**src/rtl/conv_enc_block_scheduler_if.sv**
```systemverilog
// rtl/conv_enc_block_scheduler_if.sv - Signal bundle between the block scheduler and its surroundings
// master: the scheduler itself; slave: descriptor source, encoder, sub-block FIFOs and rate matcher.
interface conv_enc_block_scheduler_if;
    logic       desc_valid;
    logic       desc_ready;
    logic       desc_len;
    logic [7:0] desc_tail;
    logic       enc_start;
    logic       enc_len;
    logic [7:0] enc_tail;
    logic       enc_done;
    logic       enc_abort;
    logic [2:0] sub_empty;
    logic [2:0] sub_rdreq;
    logic [7:0] sub_q0;
    logic [7:0] sub_q1;
    logic [7:0] sub_q2;
    logic       out_valid;
    logic       out_ready;
    logic [7:0] out_data;
    logic [1:0] out_stream;
    logic       out_sop;
    logic       out_eop;
    logic       blk_done;
    logic       busy;
    logic       err_seq;
    logic       err_wdog;

    modport master (
        input  desc_valid, desc_len, desc_tail, enc_done, sub_empty,
               sub_q0, sub_q1, sub_q2, out_ready,
        output desc_ready, enc_start, enc_len, enc_tail, enc_abort, sub_rdreq,
               out_valid, out_data, out_stream, out_sop, out_eop,
               blk_done, busy, err_seq, err_wdog
    );

    modport slave (
        output desc_valid, desc_len, desc_tail, enc_done, sub_empty,
               sub_q0, sub_q1, sub_q2, out_ready,
        input  desc_ready, enc_start, enc_len, enc_tail, enc_abort, sub_rdreq,
               out_valid, out_data, out_stream, out_sop, out_eop,
               blk_done, busy, err_seq, err_wdog
    );
endinterface

```
**src/rtl/conv_enc_block_scheduler.sv**
```systemverilog
// rtl/conv_enc_block_scheduler.sv - Per-block encoder sequencer and serial drain of three sub-block FIFOs
// Optional ENCODE watchdog is enabled by defining CONV_SCHED_WDOG_EN.
module conv_enc_block_scheduler #(
    parameter int SMALL_BYTES = 132,
    parameter int LARGE_BYTES = 768,
    parameter int CNT_W       = 10,
    parameter int WDOG_CYCLES = 2048
) (
    input  logic                              clk,
    input  logic                              reset,
    conv_enc_block_scheduler_if.master        bus
);
    typedef enum logic [1:0] {S_IDLE, S_START, S_ENCODE, S_DRAIN} state_t;

    typedef struct packed {
        logic [7:0] data;
        logic [1:0] stream;
        logic       sop;
        logic       eop;
    } beat_t;

    localparam logic [CNT_W-1:0] LP_SMALL_M1 = CNT_W'(SMALL_BYTES - 1);
    localparam logic [CNT_W-1:0] LP_LARGE_M1 = CNT_W'(LARGE_BYTES - 1);

    state_t           r_state, w_state_nxt;
    logic             r_enc_len;
    logic [7:0]       r_enc_tail;
    logic [1:0]       r_stream;
    logic [CNT_W-1:0] r_cnt;
    logic             r_rd_active;
    logic             r_if_valid;
    logic [1:0]       r_if_stream;
    logic             r_if_sop;
    logic             r_if_eop;
    logic [1:0]       r_occ;
    beat_t            r_sk0, r_sk1;
    logic             r_err_seq;
    logic             r_err_wdog;

    logic [CNT_W-1:0] w_n_m1;
    logic             w_pop;
    logic [2:0]       w_level;
    logic             w_rd_en;
    logic             w_last_pop;
    beat_t            w_in_beat;
    logic             w_latch;
    logic             w_drain_load;
    logic             w_enc_start;
    logic             w_enc_abort;
    logic             w_wdog_exp;

    assign w_n_m1     = r_enc_len ? LP_LARGE_M1 : LP_SMALL_M1;
    assign w_pop      = (r_occ != 2'd0) && bus.out_ready;
    // Skid slots still needed after this cycle; a new read is allowed only if one slot stays free.
    assign w_level    = {1'b0, r_occ} + {2'b00, r_if_valid} - {2'b00, w_pop};
    assign w_rd_en    = (r_state == S_DRAIN) && r_rd_active && !bus.sub_empty[r_stream]
                        && (w_level <= 3'd1);
    assign w_last_pop = (r_state == S_DRAIN) && w_pop && r_sk0.eop && (r_sk0.stream == 2'd2);

`ifdef CONV_SCHED_WDOG_EN
    localparam int WD_W = $clog2(WDOG_CYCLES + 1);
    logic [WD_W-1:0] r_wdog;

    assign w_wdog_exp = (r_state == S_ENCODE) && (r_wdog == WD_W'(WDOG_CYCLES - 1));

    always_ff @(posedge clk) begin
        if (reset || (r_state != S_ENCODE)) r_wdog <= '0;
        else                                r_wdog <= r_wdog + 1'b1;
    end
`else
    assign w_wdog_exp = 1'b0;
`endif

    always_comb begin
        w_state_nxt  = r_state;
        w_latch      = 1'b0;
        w_drain_load = 1'b0;
        w_enc_start  = 1'b0;
        w_enc_abort  = 1'b0;
        case (r_state)
            S_IDLE: begin
                if (bus.desc_valid) begin
                    w_latch     = 1'b1;
                    w_state_nxt = S_START;
                end
            end
            S_START: begin
                w_enc_start = 1'b1;
                if (bus.enc_done) begin
                    w_drain_load = 1'b1;
                    w_state_nxt  = S_DRAIN;
                end else begin
                    w_state_nxt  = S_ENCODE;
                end
            end
            S_ENCODE: begin
                if (bus.enc_done) begin
                    w_drain_load = 1'b1;
                    w_state_nxt  = S_DRAIN;
                end else if (w_wdog_exp) begin
                    w_enc_abort  = 1'b1;
                    w_state_nxt  = S_IDLE;
                end
            end
            S_DRAIN: begin
                if (w_last_pop) w_state_nxt = S_IDLE;
            end
            default: w_state_nxt = S_IDLE;
        endcase
    end

    always_ff @(posedge clk) begin
        if (reset) begin
            r_state    <= S_IDLE;
            r_enc_len  <= 1'b0;
            r_enc_tail <= 8'd0;
            r_err_seq  <= 1'b0;
            r_err_wdog <= 1'b0;
        end else begin
            r_state <= w_state_nxt;
            if (w_latch) begin
                r_enc_len  <= bus.desc_len;
                r_enc_tail <= bus.desc_tail;
            end
            if (bus.enc_done && ((r_state == S_IDLE) || (r_state == S_DRAIN))) r_err_seq <= 1'b1;
            if (w_enc_abort) r_err_wdog <= 1'b1;
        end
    end

    // Read sequencing: r_cnt holds reads left minus one for the current stream.
    always_ff @(posedge clk) begin
        if (reset) begin
            r_stream    <= 2'd0;
            r_cnt       <= '0;
            r_rd_active <= 1'b0;
        end else if (w_drain_load) begin
            r_stream    <= 2'd0;
            r_cnt       <= w_n_m1;
            r_rd_active <= 1'b1;
        end else if (w_rd_en) begin
            if (r_cnt != '0) begin
                r_cnt <= r_cnt - 1'b1;
            end else if (r_stream == 2'd2) begin
                r_rd_active <= 1'b0;
            end else begin
                r_stream <= r_stream + 2'd1;
                r_cnt    <= w_n_m1;
            end
        end
    end

    always_ff @(posedge clk) begin
        if (reset) begin
            r_if_valid  <= 1'b0;
            r_if_stream <= 2'd0;
            r_if_sop    <= 1'b0;
            r_if_eop    <= 1'b0;
        end else begin
            r_if_valid  <= w_rd_en;
            r_if_stream <= r_stream;
            r_if_sop    <= (r_cnt == w_n_m1);
            r_if_eop    <= (r_cnt == '0);
        end
    end

    always_comb begin
        w_in_beat = '{data: bus.sub_q2, stream: r_if_stream, sop: r_if_sop, eop: r_if_eop};
        if (r_if_stream == 2'd0)      w_in_beat.data = bus.sub_q0;
        else if (r_if_stream == 2'd1) w_in_beat.data = bus.sub_q1;
    end

    // Two-entry skid; r_sk0 is always the head presented on the output.
    always_ff @(posedge clk) begin
        if (reset) begin
            r_occ <= 2'd0;
            r_sk0 <= '0;
            r_sk1 <= '0;
        end else begin
            case ({r_if_valid, w_pop})
                2'b10: begin
                    if (r_occ == 2'd0) r_sk0 <= w_in_beat;
                    else               r_sk1 <= w_in_beat;
                    r_occ <= r_occ + 2'd1;
                end
                2'b01: begin
                    r_sk0 <= r_sk1;
                    r_occ <= r_occ - 2'd1;
                end
                2'b11: begin
                    if (r_occ == 2'd1) begin
                        r_sk0 <= w_in_beat;
                    end else begin
                        r_sk0 <= r_sk1;
                        r_sk1 <= w_in_beat;
                    end
                end
                default: ;
            endcase
        end
    end

    assign bus.desc_ready = (r_state == S_IDLE);
    assign bus.busy       = (r_state != S_IDLE);
    assign bus.enc_start  = w_enc_start;
    assign bus.enc_abort  = w_enc_abort;
    assign bus.enc_len    = r_enc_len;
    assign bus.enc_tail   = r_enc_tail;
    assign bus.sub_rdreq  = w_rd_en ? (3'b001 << r_stream) : 3'b000;
    assign bus.out_valid  = (r_occ != 2'd0);
    assign bus.out_data   = r_sk0.data;
    assign bus.out_stream = r_sk0.stream;
    assign bus.out_sop    = r_sk0.sop;
    assign bus.out_eop    = r_sk0.eop;
    assign bus.blk_done   = w_last_pop;
    assign bus.err_seq    = r_err_seq;
    assign bus.err_wdog   = r_err_wdog;
endmodule

```
**src/flat_wrapper.sv**
```systemverilog
// flat-port wrapper written by rule: the top's interface ports become plain ports
module conv_enc_block_scheduler_flat 
#(
    parameter int SMALL_BYTES = 132,
    parameter int LARGE_BYTES = 768,
    parameter int CNT_W       = 10,
    parameter int WDOG_CYCLES = 2048
)
  (clk, reset, bus_desc_valid, bus_desc_len, bus_desc_tail, bus_enc_done, bus_sub_empty, bus_sub_q0, bus_sub_q1, bus_sub_q2, bus_out_ready, bus_desc_ready, bus_enc_start, bus_enc_len, bus_enc_tail, bus_enc_abort, bus_sub_rdreq, bus_out_valid, bus_out_data, bus_out_stream, bus_out_sop, bus_out_eop, bus_blk_done, bus_busy, bus_err_seq, bus_err_wdog);
  conv_enc_block_scheduler_if bus_i ();
  input  logic clk;
  input  logic reset;
  input wire logic [$bits(bus_i.desc_valid)-1:0] bus_desc_valid;
  input wire logic [$bits(bus_i.desc_len)-1:0] bus_desc_len;
  input wire logic [$bits(bus_i.desc_tail)-1:0] bus_desc_tail;
  input wire logic [$bits(bus_i.enc_done)-1:0] bus_enc_done;
  input wire logic [$bits(bus_i.sub_empty)-1:0] bus_sub_empty;
  input wire logic [$bits(bus_i.sub_q0)-1:0] bus_sub_q0;
  input wire logic [$bits(bus_i.sub_q1)-1:0] bus_sub_q1;
  input wire logic [$bits(bus_i.sub_q2)-1:0] bus_sub_q2;
  input wire logic [$bits(bus_i.out_ready)-1:0] bus_out_ready;
  output wire logic [$bits(bus_i.desc_ready)-1:0] bus_desc_ready;
  output wire logic [$bits(bus_i.enc_start)-1:0] bus_enc_start;
  output wire logic [$bits(bus_i.enc_len)-1:0] bus_enc_len;
  output wire logic [$bits(bus_i.enc_tail)-1:0] bus_enc_tail;
  output wire logic [$bits(bus_i.enc_abort)-1:0] bus_enc_abort;
  output wire logic [$bits(bus_i.sub_rdreq)-1:0] bus_sub_rdreq;
  output wire logic [$bits(bus_i.out_valid)-1:0] bus_out_valid;
  output wire logic [$bits(bus_i.out_data)-1:0] bus_out_data;
  output wire logic [$bits(bus_i.out_stream)-1:0] bus_out_stream;
  output wire logic [$bits(bus_i.out_sop)-1:0] bus_out_sop;
  output wire logic [$bits(bus_i.out_eop)-1:0] bus_out_eop;
  output wire logic [$bits(bus_i.blk_done)-1:0] bus_blk_done;
  output wire logic [$bits(bus_i.busy)-1:0] bus_busy;
  output wire logic [$bits(bus_i.err_seq)-1:0] bus_err_seq;
  output wire logic [$bits(bus_i.err_wdog)-1:0] bus_err_wdog;
  assign bus_i.desc_valid = bus_desc_valid;
  assign bus_i.desc_len = bus_desc_len;
  assign bus_i.desc_tail = bus_desc_tail;
  assign bus_i.enc_done = bus_enc_done;
  assign bus_i.sub_empty = bus_sub_empty;
  assign bus_i.sub_q0 = bus_sub_q0;
  assign bus_i.sub_q1 = bus_sub_q1;
  assign bus_i.sub_q2 = bus_sub_q2;
  assign bus_i.out_ready = bus_out_ready;
  assign bus_desc_ready = bus_i.desc_ready;
  assign bus_enc_start = bus_i.enc_start;
  assign bus_enc_len = bus_i.enc_len;
  assign bus_enc_tail = bus_i.enc_tail;
  assign bus_enc_abort = bus_i.enc_abort;
  assign bus_sub_rdreq = bus_i.sub_rdreq;
  assign bus_out_valid = bus_i.out_valid;
  assign bus_out_data = bus_i.out_data;
  assign bus_out_stream = bus_i.out_stream;
  assign bus_out_sop = bus_i.out_sop;
  assign bus_out_eop = bus_i.out_eop;
  assign bus_blk_done = bus_i.blk_done;
  assign bus_busy = bus_i.busy;
  assign bus_err_seq = bus_i.err_seq;
  assign bus_err_wdog = bus_i.err_wdog;
  conv_enc_block_scheduler #(.SMALL_BYTES(SMALL_BYTES), .LARGE_BYTES(LARGE_BYTES), .CNT_W(CNT_W), .WDOG_CYCLES(WDOG_CYCLES)) u_core (.clk(clk), .reset(reset), .bus(bus_i));
endmodule
```
**config.mk**
```make
export PLATFORM = sky130hd
export DESIGN_NAME = conv_enc_block_scheduler_flat
export DESIGN_NICKNAME = d
export VERILOG_FILES = /design/src/rtl/conv_enc_block_scheduler_if.sv /design/src/rtl/conv_enc_block_scheduler.sv /design/src/flat_wrapper.sv
export SDC_FILE = /design/constraint.sdc
export NUM_CORES = 1
export LEC_CHECK = 0
export CAP_MARGIN = 20
export CORE_ASPECT_RATIO = 1.2
export CORE_MARGIN = 2
export CORE_UTILIZATION = 39
export CTS_BUF_LIST = sky130_fd_sc_hd__clkbuf_8
export DETAILED_ROUTE_END_ITERATION = 8
export PLACE_DENSITY_LB_ADDON = 0.2
export SKIP_CTS_REPAIR_TIMING = 1
export SYNTH_ARGS = -nofsm -noshare
export SYNTH_HDL_FRONTEND = slang
export SYNTH_SLANG_ARGS = --single-unit
```
**constraint.sdc**
```tcl
create_clock -name clk -period 4.1 [get_ports clk]
set_input_delay 0.82 -clock clk [delete_from_list [all_inputs] [get_ports clk]]
set_output_delay 0.82 -clock clk [all_outputs]
set_load 0.1 [all_outputs]
```
Word-level counts from Yosys, hierarchy flattened:

Index checks and enable logic that the tools add are counted.

* bitwise gates (word level): 2
* multiplexer cells: 31
* add/sub/neg operators: 6
* magnitude comparators: 2
* shift operators: 1
* equal/unequal tests: 19
* reduce and logical (&&, ||, !) cells: 30

Operators by type and width (count)
* two-way mux 10 bit: 5
* two-way mux 12 bit: 4
* case mux 12 bit (3 select lines): 1
* case mux 12 bit (2 select lines): 1
* two-way mux 8 bit: 2
* equality test 2 bit (second input constant): 6
* AND reduction 3 bit: 4
* nonzero test 2 bit: 6
* two-way mux 1 bit: 11
* equality test 10 bit: 1
* logical NOT 10 bit: 1
* != test 2 bit (second input constant): 5
* nonzero test 10 bit: 1
* subtractor 10 x 1 -> 10 bit (second input constant): 1
* equality test 2 x 1 -> 1 bit (second input constant): 4
* logical AND 1 bit: 8
* case mux 2 bit (4 select lines): 1
* logical NOT 2 bit: 3
* two-way mux 2 bit: 3
* adder 2 x 1 -> 2 bit (second input constant): 2
* != test 2 x 1 -> 1 bit (second input constant): 2
* case mux 2 bit (2 select lines): 1
* AND reduction 2 bit: 2
* OR reduction 2 bit: 2
* other kinds (13): 14

* output and inout bits: 32
* bits of input ports: 41
* logic and storage cells: 111
* register bits after elaboration: 56

Logic depth before layout (Yosys ltp):

Gate-level depths: netlist of the first run.

* depth in word-level cells: 7
* depth in mapped cells: 14
* gate-level depth less buffers: 14

Worst setup path after synthesis of the first run:

Ideal clock, no wire load.

* kind: in2out
* start: input port bus_out_ready
* end: output port bus_sub_rdreq[2]
* path slack: -0.426 ns
* required time: 3.280 ns
* arrival: 3.706 ns
* stages on the path: 11
* path buffers: 0
* cell sequence: nand2b_1 -> inv_1 -> ha_1 -> inv_1 -> ha_1 -> inv_1 -> fa_1 -> nand3_1 -> nor2_4 -> nand2_1 -> nor2_1

* word-level cells in the longest chain between the ends: 5

Ends and longest elaborated chain
* start: declaration: RTL line flat_wrapper.sv:21 `input wire logic [$bits(bus_i.out_ready)-1:0] bus_out_ready;`
* logical AND 1 bit: RTL line conv_enc_block_scheduler.sv:53 `assign w_pop = (r_occ != 2'd0) && bus.out_ready;`
* subtractor 3 x 1 -> 3 bit: RTL line conv_enc_block_scheduler.sv:55 `assign w_level = {1'b0, r_occ} + {2'b00, r_if_valid} - {2'b00, w_pop};`
* less-or-equal comparator 3 x 1 -> 1 bit: RTL line conv_enc_block_scheduler.sv:57 `&& (w_level <= 3'd1);`
* logical AND 1 bit: RTL line conv_enc_block_scheduler.sv:57
* two-way mux 3 bit: RTL line conv_enc_block_scheduler.sv:208 `assign bus.sub_rdreq = w_rd_en ? (3'b001 << r_stream) : 3'b000;`
* end: declaration: RTL line flat_wrapper.sv:27 `output wire logic [$bits(bus_i.sub_rdreq)-1:0] bus_sub_rdreq;`

No other way between the ends.

Worst setup path after layout of the first run:

* start: input port bus_out_ready
* end: output port bus_sub_rdreq[1]

Same word-level chain as after synthesis.

==> results of run 1 <==
## worst paths after layout
check	start	to	slack, ps	cells after the start
min	u_core.bus.enc_tail[6]$_SDFFE_PP0P_	u_core.bus.enc_tail[6]$_SDFFE_PP0P_	460	2
min reg2reg	u_core.bus.enc_tail[6]$_SDFFE_PP0P_	u_core.bus.enc_tail[6]$_SDFFE_PP0P_	460	2
max	bus_out_ready	bus_sub_rdreq[1]	150	12
max reg2reg	u_core.r_occ[1]$_SDFFE_PP0N_	u_core.r_cnt[8]$_SDFFE_PP0P_	710	15
## power groups by stage
stage	registers (mW)	logic (mW)	clock network, mW
finish	0.761	1.47	0.368
global route	0.777	1.58	0.405
CTS	0.760	1.47	0.382
detailed placement	0.773	1.46	0
global placement	0.770	1.44	0
floorplan	1.07	0.845	0
## layer usage
metal / global-route usage / part of all wire / vias to the layer above
met5: 0 / 0 / -
met1: 0.1921 / 0.41 / 1262
li1: - / - / 1353
met3: 0.03900 / 0.043 / 8
met4: 0.04342 / 0.012 / 0
met2: 0.3139 / 0.53 / 48
## stage by stage
stage / power [mW] / cell area [µm²] / instances
2_1_floorplan: 1.911 / 2963 / 347
3_3_place_gp: 2.210 / 3751 / 493
3_5_place_dp: 2.234 / 3751 / 493
4_1_cts: 2.610 / 3867 / 501
5_1_grt: 2.764 / 3918 / 502
6_report: 2.598 / 3918 / 502
## cell usage after synthesis (all sizes together), types with 2 or more instances
master and number:
xor2 3, a31o 3, dfxtp 56, and2 2, a21o 2, o21a 2, ha 15, o31ai 2
o21ai 7, nor3 8, nand3 13, mux2i 15, nand2 16, a21oi 39, mux2 8, and3 2
nand2b 3, nor4 2, nor4b 3, a211oi 16, nand3b 3, buf 7, a221oi 2, nor2 61
nand4 4, inv 18, clkbuf 12, a22oi 5, a31oi 4
## cell families (layout without fill, tap and decap cells)
group | count (synthesis) | count (layout) | synth area share
other cells | 1 | 2 | 0.001268
xor+xnor | 4 | 4 | 0.01185
mux | 23 | 23 | 0.08125
buf+inv | 37 | 102 | 0.04993
compound gates | 89 | 89 | 0.1993
simple gates | 120 | 120 | 0.2069
fa+ha+maj | 16 | 16 | 0.07025
flops | 56 | 56 | 0.3792
## flip-flops by register name, indices dropped and copies added, names as in the netlist
| name | count |
|---|---|
| u_core.bus.out_sop | 1 |
| u_core.r_state | 2 |
| u_core.r_if_valid | 1 |
| u_core.r_rd_active | 1 |
| u_core.r_if_eop | 1 |
| u_core.bus.out_stream | 2 |
| u_core.r_sk1 | 12 |
| u_core.bus.out_eop | 1 |
| u_core.r_occ | 2 |
| u_core.bus.out_data | 8 |
| u_core.r_if_stream | 2 |
| u_core.r_stream | 2 |
| u_core.bus.enc_len | 1 |
| u_core.bus.err_seq | 1 |
| u_core.bus.enc_tail | 8 |
| u_core.r_if_sop | 1 |
| u_core.r_cnt | 10 |
## cell type report
| class | count | share of cell area |
|---|---|---|
| clock buffer | 5 | 0.01757 |
| clock inverter | 3 | 0.01214 |
| sequential | 56 | 0.2862 |
| tap | 90 | 0.02874 |
| multi-input combinational | 254 | 0.4401 |
| timing repair buffer | 76 | 0.1980 |
| inverter | 18 | 0.01725 |
## critical path: cells and delay by family
family | cells | cell delay, ps
fa+ha+maj | 3 | 840
simple gates | 4 | 630
buf+inv | 5 | 840
==> qor.csv, run 1 <==
stage,metric,value,unit
synthesis,Mean Syn Cell Area,8.545,µm²
worst_setup_path,WS Path Type,in -> out,
clock_tree,CTS max path bufs,2,
timing,TNS Setup,0,ps
timing,Slew Limit Headroom,0.3226,
placed_design,dpl ws,85.29,ps
pwr,leak pwr,1.460,nW
route,wire per inst,13.89,µm
clock_tree,# clock sinks,56,
placed_design,hpwl dp,5.073,mm
global_routing,first-pass GRT wire length,11.56,mm
route,vias,2671,
job,Max-Cap Viols,0,
timing,Tightest Pin Transition,1013,ps
timing,setup slack after layout,148.7,ps
synthesis,largest area contributor in the netlist,dfxtp_1,
finish,area delta synth->final,32.50,%
clock_tree,Clock Root Buffer,clkbuf_8,
pwr,VDD IR max,0.0003558,V
finish,Final #Nets,468,
die,Site Rows,34,
timing,# setup viols final,0,
synthesis,"EDFF count, synth",0,
route,DR pass1 iterations,4,
clock_tree,clk slew on worst S/H paths,100,ps
synthesis,synth warn,0,
synthesis,largest cells by area after synthesis,"dfxtp_1 (38%), nor2_1 (7.6%), a21oi_1 (6.6%), ha_1 (6.3%), mux2i_1 (5.1%)",
die,Starting Density,0.4041,
finish,Multi-input gate area,0.001724,mm²
synthesis,#FFs+latches synth,56,
timing,"Hold Violations, Final",0,
die,Core Area,0.007317,mm²
finish,"commonest non-fill, non-tap cell in the layout",clkdlybuf4s50_1,
route,"antenna viol nets, final",0,
worst_setup_path,ordered cell list for the critical path,"clkdlybuf4s50_1, nand2b_1, inv_1, ha_4, inv_1, ha_1, inv_1, fa_1, nand3_1, nor2_4, and3_4, buf_12",
finish,sequential cell area,0.001121,mm²
pwr,switching part of the total,0.4981,
route,Via density,5.321,
worst_setup_path,CP Launch Type,input pin,
hold_path,Worst Hold Class,reg -> reg,
route,WL final,6.972,mm
route,Iteration-0 DRC Markers,97,
worst_setup_path,Setup crit end kind,output port,
die,Die X,83.48,µm
timing,Layout Skew,7.437,ps
synthesis,asr flop ratio synth,0,
worst_setup_path,CP Max Fanout,5,
timing,Max Slew Vio Count,0,
die,die height,99.38,µm
placed_design,final RePlAce weighted congestion,0.8217,
finish,diode count,0,
finish,"Core Util, Final",0.5354,
finish,most frequent cells in the layout,"clkdlybuf4s50_1 (63), nor2_1 (59), dfxtp_1 (56), a21oi_1 (39), inv_1 (18)",
worst_setup_path,critical path's slowest cell,fa_1,
finish,share of cells above drive strength 1,0.1214,
timing,WHS,460.4,ps
worst_setup_path,CP required,3280,ps
synthesis,"Distinct cells, synth",52,
synthesis,post-synthesis sequential area ratio,0.3792,
global_routing,GRT Util Overall,0.1677,
pwr,NetSw,1.294,mW
global_routing,total grt overflow,0,
timing,min cycle time layout,3951,ps
synthesis,Yosys top cell area share,0.3792,
pwr,Internal,1.304,mW
synthesis,Cells after Synth,346,
clock_tree,worst-skew pair later-pin latency,310,ps
synthesis,Mapped Area,0.002957,mm²
global_routing,largest net degree at the start of global routing,57,
clock_tree,Max H-tree Level,2,
clock_tree,CTS tree,done,
finish,Fill cells,712,
timing,RSZ-0062 raised after global routing,false,
pwr,Clock power frac,0.142,
worst_setup_path,critical path arrival,3130,ps
global_routing,vias in the first global route,2482,
die,die area,0.008296,mm²
worst_setup_path,CP max stage delay,490,ps
pwr,fraction of power consumed by sequential logic,0.293,
clock_tree,CTS buffer count,5,
synthesis,Synth Flop Type,dfxtp_1,
die,total I/O pin count,73,
pwr,Comb power frac,0.565,
timing,max frequency,253.1,MHz
global_routing,antenna violations before repair,0,
timing,final worst-path cycle share,0.9637,
route,# DRC,0,
status,status,"complete, no violations",
placed_design,# port buffers,70,
pwr,Pwr Density,663.3,mW/mm²
worst_setup_path,most frequent CP cell,inv_1,
Note: power is estimated with default switching activity, not from simulation.
==> run 2, diff against run 1 <==
TNS_END_PERCENT = 10   (was default)
==> results of run 2 <==
Same layout as run 1: the final DEF is identical, and so are final timing and power.
